File: src/rtl/prog_launcher.sv
// Resets the processor once, then launches NPROG programs back to back via Start/Ack and reports each program's cycle count.
// All outputs registered (one cycle after the state decision); Go is ignored while a batch runs; aborts the batch on timeout.
module prog_launcher #(
    parameter int NPROG   = 3,
    parameter int CW      = 16,
    parameter int TIMEOUT = 16'hFFF,
    parameter int RST_CYC = 2,
    localparam int IW     = (NPROG > 1) ? $clog2(NPROG) : 1
) (
    input  logic          Clk,
    input  logic          Reset,
    input  logic          Go,
    input  logic          ProcAck,
    output logic          ProcReset,
    output logic          ProcStart,
    output logic [IW-1:0] ProgIdx,
    output logic [CW-1:0] CycleCount,
    output logic          CountValid,
    output logic          Busy,
    output logic          Done,
    output logic          TimedOut
);

    localparam int RW = (RST_CYC > 1) ? $clog2(RST_CYC) : 1;
    localparam logic [RW-1:0] RC_LAST   = RW'(RST_CYC - 1);
    localparam logic [IW-1:0] IDX_LAST  = IW'(NPROG - 1);
    localparam logic [CW-1:0] TO        = CW'(TIMEOUT);

    typedef enum logic [2:0] {
        S_IDLE, S_RST, S_START, S_ARM, S_RUN, S_REPORT, S_DONE
    } state_t;

    state_t        state, state_nx;
    logic [RW-1:0] rc, rc_nx;
    logic [CW-1:0] cnt, cnt_nx, cnt_inc;
    logic          go_acc, running, timeout_hit;

    logic          proc_reset_nx, proc_start_nx, count_valid_nx;
    logic          busy_nx, done_nx, timed_out_nx;
    logic [IW-1:0] prog_idx_nx;
    logic [CW-1:0] cycle_count_nx;

    // cnt holds the ARM/RUN cycles already elapsed; cnt_inc includes the current one
    assign cnt_inc     = (cnt == TO) ? cnt : cnt + 1'b1;
    assign running     = (state == S_ARM) || (state == S_RUN);
    assign go_acc      = ((state == S_IDLE) || (state == S_DONE)) && Go;
    assign timeout_hit = running && (cnt_inc == TO);

    always_ff @(posedge Clk) begin
        if (Reset) begin
            state      <= S_IDLE;
            rc         <= '0;
            cnt        <= '0;
            ProcReset  <= 1'b1;
            ProcStart  <= 1'b0;
            ProgIdx    <= '0;
            CycleCount <= '0;
            CountValid <= 1'b0;
            Busy       <= 1'b0;
            Done       <= 1'b0;
            TimedOut   <= 1'b0;
        end else begin
            state      <= state_nx;
            rc         <= rc_nx;
            cnt        <= cnt_nx;
            ProcReset  <= proc_reset_nx;
            ProcStart  <= proc_start_nx;
            ProgIdx    <= prog_idx_nx;
            CycleCount <= cycle_count_nx;
            CountValid <= count_valid_nx;
            Busy       <= busy_nx;
            Done       <= done_nx;
            TimedOut   <= timed_out_nx;
        end
    end

    always_comb begin
        state_nx = state;
        case (state)
            S_IDLE, S_DONE: if (Go) state_nx = S_RST;
            S_RST:          if (rc == RC_LAST) state_nx = S_START;
            S_START:        state_nx = S_ARM;
            // A stale Ack from the previous halt must drop before completion is armed
            S_ARM: begin
                if (timeout_hit)   state_nx = S_DONE;
                else if (!ProcAck) state_nx = S_RUN;
            end
            S_RUN: begin
                if (ProcAck)          state_nx = S_REPORT;
                else if (timeout_hit) state_nx = S_DONE;
            end
            S_REPORT:       state_nx = (ProgIdx == IDX_LAST) ? S_DONE : S_START;
            default:        state_nx = S_IDLE;
        endcase
    end

    always_comb begin
        rc_nx          = '0;
        cnt_nx         = cnt;
        proc_reset_nx  = (state_nx == S_IDLE) || (state_nx == S_RST);
        proc_start_nx  = (state_nx == S_START);
        count_valid_nx = (state_nx == S_REPORT);
        busy_nx        = (state_nx != S_IDLE) && (state_nx != S_DONE);
        done_nx        = (state_nx == S_DONE);
        prog_idx_nx    = ProgIdx;
        cycle_count_nx = CycleCount;
        timed_out_nx   = TimedOut;

        if (state == S_RST)
            rc_nx = rc + 1'b1;
        if (state_nx == S_START)
            cnt_nx = '0;
        else if (running)
            cnt_nx = cnt_inc;

        if (go_acc) begin
            prog_idx_nx  = '0;
            timed_out_nx = 1'b0;
        end
        if (state == S_RUN && ProcAck)
            cycle_count_nx = cnt_inc;
        if (state == S_REPORT && state_nx == S_START)
            prog_idx_nx = ProgIdx + 1'b1;
        if (running && state_nx == S_DONE)
            timed_out_nx = 1'b1;
    end

endmodule
File: config.mk
export PLATFORM = sky130hd
export DESIGN_NAME = prog_launcher
export DESIGN_NICKNAME = d
export VERILOG_FILES = /design/src/rtl/prog_launcher.sv
export SDC_FILE = /design/constraint.sdc
export NUM_CORES = 1
export LEC_CHECK = 0
export ABC_AREA = 1
export BUFFER_PORTS_ARGS = -buffer_cell sky130_fd_sc_hd__buf_2
export CAP_MARGIN = 20
export CORE_UTILIZATION = 50
export DETAILED_ROUTE_END_ITERATION = 10
export GPL_TIMING_DRIVEN = 1
export PLACE_DENSITY = 0.7
export SKIP_LAST_GASP = 1
export SYNTH_ARGS = -nofsm -noshare
export SYNTH_HDL_FRONTEND = slang
export SYNTH_SLANG_ARGS = --single-unit
File: constraint.sdc
create_clock -name Clk -period 3.9 [get_ports Clk]
set_input_delay 0.39 -clock Clk [delete_from_list [all_inputs] [get_ports Clk]]
set_output_delay 0.39 -clock Clk [all_outputs]
set_load 0.1 [all_outputs]
---- Yosys cells after proc, flatten, opt, wreduce, memory -nomap -nowiden ----
Cells that the tools add are included.
word-level totals
  flip-flop bits (word level) ............. 44
  bits of input ports ..................... 4
  output and inout bits ................... 24
  word-level logic and storage cells ...... 59
cells by class
  add/sub/neg operators ................... 3
  eq/ne operators ......................... 14
  multiplexer cells ....................... 13
  bitwise gates (word level) .............. 1
  reduce and logical (&&, ||, !) cells .... 17
operator list
  kind                                                                     count
  16-bit by 12-bit equality test with 1-bit output, second input constant  2
  3-bit 2-to-1 mux                                                         7
  3-bit case mux with 6 select lines                                       1
  16-bit by 1-bit adder with 16-bit output, second input constant          1
  16-bit 2-to-1 mux                                                        1
  3-bit equality test, second input constant                               5
  3-bit by 2-bit equality test with 1-bit output, second input constant    3
  3-bit by 1-bit equality test with 1-bit output, second input constant    2
  1-bit logical AND                                                        6
  3-bit logical NOT                                                        2
  2-bit OR reduction                                                       3
  2-bit 2-to-1 mux                                                         2
  2-bit nonzero test                                                       2
  1-bit logical OR                                                         3
  3-bit != test, second input constant                                     1
  3-bit nonzero test                                                       1
  2-bit by 1-bit adder with 2-bit output, second input constant            1
  2-bit equality test, second input constant                               1
  1-bit 2-to-1 mux                                                         2
  1-bit adder, second input constant                                       1
  1-bit NOT                                                                1

---- Logic depth before layout (Yosys ltp) ----
  depth in word-level cells ............... 10
  mapped depth ............................ 19

---- Worst setup path before layout ----
No wires, ideal clock.
  path type ............................... register to register
  from .................................... reg ProgIdx[0]
  to ...................................... reg cnt[13]
  library setup time ...................... 0.119 ns
  arrival time ............................ 2.240 ns
  data required time ...................... 3.781 ns
  setup slack ............................. 1.541 ns
  stages on the path, launching flop included .. 9
  path buffers ............................ 1
  clock period less this slack ............ 2.359 ns
  cells stage by stage .................... dfxtp_1 inv_1 ha_1 a211o_1 o21bai_1 nand2_2 nand2_4 buf_6 nor2_2
between the ends
  cells in the longest elaborated chain, start to end .. 5
ends and longest elaborated chain
  element                                         RTL line  RTL
  from (decl)                                     16        output logic [IW-1:0] ProgIdx,
  from (signal assigned)                          68        ProgIdx <= prog_idx_nx;
  2-bit equality test                             92        S_REPORT: state_nx = (ProgIdx == IDX_LAST) ? S_DONE : S_START;
  3-bit 2-to-1 mux                                92
  3-bit case mux with 6 select lines              79        case (state)
  3-bit by 2-bit equality test with 1-bit output  111       if (state_nx == S_START)
  2-bit OR reduction (no source line)             --
  to (signal assigned)                            65        cnt <= cnt_nx;
  to (decl)                                       35        logic [CW-1:0] cnt, cnt_nx, cnt_inc;
Every way passes these cells.
A chain may end at the register's enable or synchronous reset.

---- Worst setup path in the final report ----
  from .................................... reg cnt[1]
  to ...................................... reg cnt[4]
between the ends
  cells in the longest elaborated chain, start to end .. 9
  elaborated cells on any way between the ends .. 11
  classes of those cells .................. 1 x add/sub; 3 x eq/ne; 5 x mux; 2 x reduce/logical
ends and longest elaborated chain
  element                                                                                                       RTL line  RTL
  16-bit by 1-bit adder with 16-bit output or 16-bit by 12-bit equality test with 1-bit output (tied branches)  44        assign cnt_inc = (cnt == TO) ? cnt : cnt + 1'b1;
  16-bit 2-to-1 mux (*)                                                                                         44
  16-bit by 12-bit equality test with 1-bit output                                                              47        assign timeout_hit = running && (cnt_inc == TO);
  1-bit logical AND                                                                                             47
  3-bit 2-to-1 mux                                                                                              90        else if (timeout_hit) state_nx = S_DONE;
  3-bit 2-to-1 mux                                                                                              89        if (ProcAck) state_nx = S_REPORT;
  3-bit case mux with 6 select lines                                                                            79
  3-bit by 2-bit equality test with 1-bit output                                                                111
  2-bit OR reduction (no source line)                                                                           --
Mark *: on every way between the ends. The rest lies on a longest branch, timed or not.

==> flow_metrics.tcl <==
set metrics [dict create \
    io_pins 28 \
    cts_resized 0 \
    ys_top_cells_by_count "nand2_1 (89), inv_1 (52), dfxtp_1 (44), nor2_1 (37), o21ai_0 (33)" \
    hold_violations 0 \
    ys_seq_area_share_pct 37.4 \
    core_area_um2 4440 \
    start_kind "register" \
    run_status "complete, but fails checks" \
    regArea_um2 881 \
    ys.warnings.count 0 \
    grt_antenna_before_repair 0 \
    synth_cell_type_count 29 \
    grt_pass1_wl_um 8900 \
    gp_congestion 0.987 \
    synth_top_area_share_pct 37.4 \
    critPathMaxStageDelay_ps 400 \
    synth.net_count 360 \
    crit_chain "ha_1 -> nand3_2 -> nor2_2 -> nand3_1 -> o21ai_0 -> nand2_1 -> nor2_1 -> nand3_2 -> nand2_1 -> nand2_2 -> nand2_1 -> nand2_2 -> nor2_2 -> nand2_2 -> nand2_4 -> a21oi_1" \
    sequentialPowerShare_pct 52.5 \
    crit_buf_inv 0 \
    rsz0062_at_grt "false" \
    cts_hold_buffers 0 \
    slew_headroom_pct 56.6 \
    path_class "reg -> reg" \
    wl_per_cell_um 12.0 \
    min_period_ps 2840 \
    end_kind "register" \
    ctsRootBufferMaster "clkbuf_8" \
    async_flop_share_pct 0 \
    crit_arrival_ps 3020 \
    synth_edf_count 0 \
    path_delay_family "simple AND/OR/NAND/NOR gates" \
    maxCapViolCount 0 \
    clk_pin_slew_ps 80 \
    tns_ps 0 \
    tritoncts "done" \
    port_buffers 27 \
    die_area_um2 4990 \
    grt_max_degree 23 \
    holdCritPathClass "in -> reg" \
    areaGrowthSynthToFinish_pct 10.8 \
    min_period_over_period_pct 72.9 \
    required_ps 4070 \
    post-route-drc-count 4 \
    r2r_setup_slack_ps 1060 \
    ys_ff_latch 44 \
    diodes 0 \
    combPwrFrac_pct 8.8 \
    fin_nets 384 \
    grt_pass1_vias 1974 \
    synth_flop_cell "dfxtp_1" \
    synthTopCellsByArea "dfxtp_1 (37%), nand2_1 (14%), inv_1 (8.3%)" \
    synth_area_per_cell_um2 6.65 \
    row_count 24 \
    h-tree-depth 2 \
    synth_area_um2 2350 \
    violations "design-rule violations" \
    powerDensity_nw_per_um2 337 \
    overflow 0 \
    setup_viol 0 \
    avgViaCountPerCell 5.12 \
    fin_skew_ps 3.87 \
    synthCells 354 \
    p_switching_uw 215 \
    initial_core_util_pct 53.0 \
    cts_setup_buffers 0 \
    num_vias 2207 \
    clk_latency_ps 290 \
    cts_buffers 5 \
    multi_input_area_um2 1210 \
    holdWs_ps 397 \
    power.internal_uw 665 \
    die_y_um 70.6 \
    peakVddDrop_v 0.000309 \
    cpMaxStageDelayCell "dfxtp_1" \
    hpwl_um 3880 \
    antenna_left 0 \
    clock_path_buffers 2 \
    dr.pass1.iters 8 \
    switching_share_pct 24.5 \
    power_leakage_nw 1.30 \
    wl_um 5170 \
    fmax_mhz 352 \
    worstMarginPinSlew_ps 650 \
    fillers 434 \
    clock_sinks 44 \
    clkPwrFrac_pct 38.7 \
    drt_iter0_drc 212 \
    synth_most_common_cell "nand2_1" \
    die_w_um 70.6 \
    drv_slew 0 \
    layout-drive-gt1-share_pct 16.9 \
    synth_largest_area_cell "dfxtp_1" \
    grt_usage_pct 22.1 \
    cp_max_fo 16 \
]
sequential cells by signal (all words and copies together) (netlist names):
name / cells
ProcReset: 1
TimedOut: 1
CountValid: 1
cnt: 16
ProcStart: 1
CycleCount: 16
ProgIdx: 2
Busy: 1
Done: 1
state: 3
rc: 1
power groups by stage:
stage | combinational [mW] | sequential, mW | clock (mW)
finish | 0.0775 | 0.462 | 0.340
global route | 0.0864 | 0.463 | 0.364
global placement | 0.0765 | 0.473 | 0
detailed placement | 0.0768 | 0.473 | 0
floorplan | 0.0462 | 0.490 | 0
CTS | 0.0771 | 0.462 | 0.345
layer usage:
metal	GRT usage [%]	share of wire [%]
met4	4.67	0.66
met3	4.70	4.7
met2	35.6	45
met1	30.9	50
met5	0	0
kinds of logic (layout without fill, tap and decap cells):
family | after synthesis | count (layout) | share of synthesized area, %
buffers and inverters | 64 | 89 | 11.1
flip-flops | 44 | 44 | 37.4
AND/OR/NAND/NOR | 180 | 180 | 34.0
adder cells (fa/ha/maj) | 2 | 2 | 1.06
AO/OA/AOI/OAI | 61 | 61 | 15.4
XOR/XNOR | 3 | 3 | 1.12
through the flow:
stage	power, mW	setup WS [ps]	instances	area (um2)	utilization, %
after floorplan	0.536	1540	354	2350	-
after global placement	0.549	1180	423	2500	56.3
after detailed placement	0.549	1060	423	2500	56.3
after CTS	0.885	1060	431	2610	58.7
after global routing	0.914	733	431	2610	58.7
final	0.880	1060	431	2610	58.7
cells in the final DEF (no fill, tap or decap), drive strengths merged:
cell     synthesis  layout
xor2             3       3
nand3           22      22
nand4            6       6
a21oi            7       7
o211ai           4       4
bufinv           0       1
nor2            55      55
clkinv           0       1
o21ai           35      35
o21bai           4       4
clkbuf           7       6
nand2           94      94
a2111oi          1       1
buf              3      28
dfxtp           44      44
a31oi            1       1
ha               2       2
o21a             8       8
a211o            1       1
inv             53      53
nor3             3       3
path summary, 6_finish.rpt:
check | startpoint | to | cells past startpoint
hold reg to reg | rc$_SDFF_PP0_ | rc$_SDFF_PP0_ | 1
hold / removal | Reset | ProgIdx[1]$_SDFFE_PP0P_ | 2
setup reg to reg | cnt[1]$_SDFFE_PP0P_ | cnt[4]$_SDFFE_PP0P_ | 16
setup / recovery | cnt[1]$_SDFFE_PP0P_ | cnt[4]$_SDFFE_PP0P_ | 16
area by class of cell:
cell class	count	area share [%]
timing repair buffer	28	5.47
clock inverter	2	1.34
clock buffer	6	2.78
sequential	44	33.8
inverter	53	7.63
multi-input combinational	246	46.5
tap	52	2.50
(Power assumes the default switching activity.)
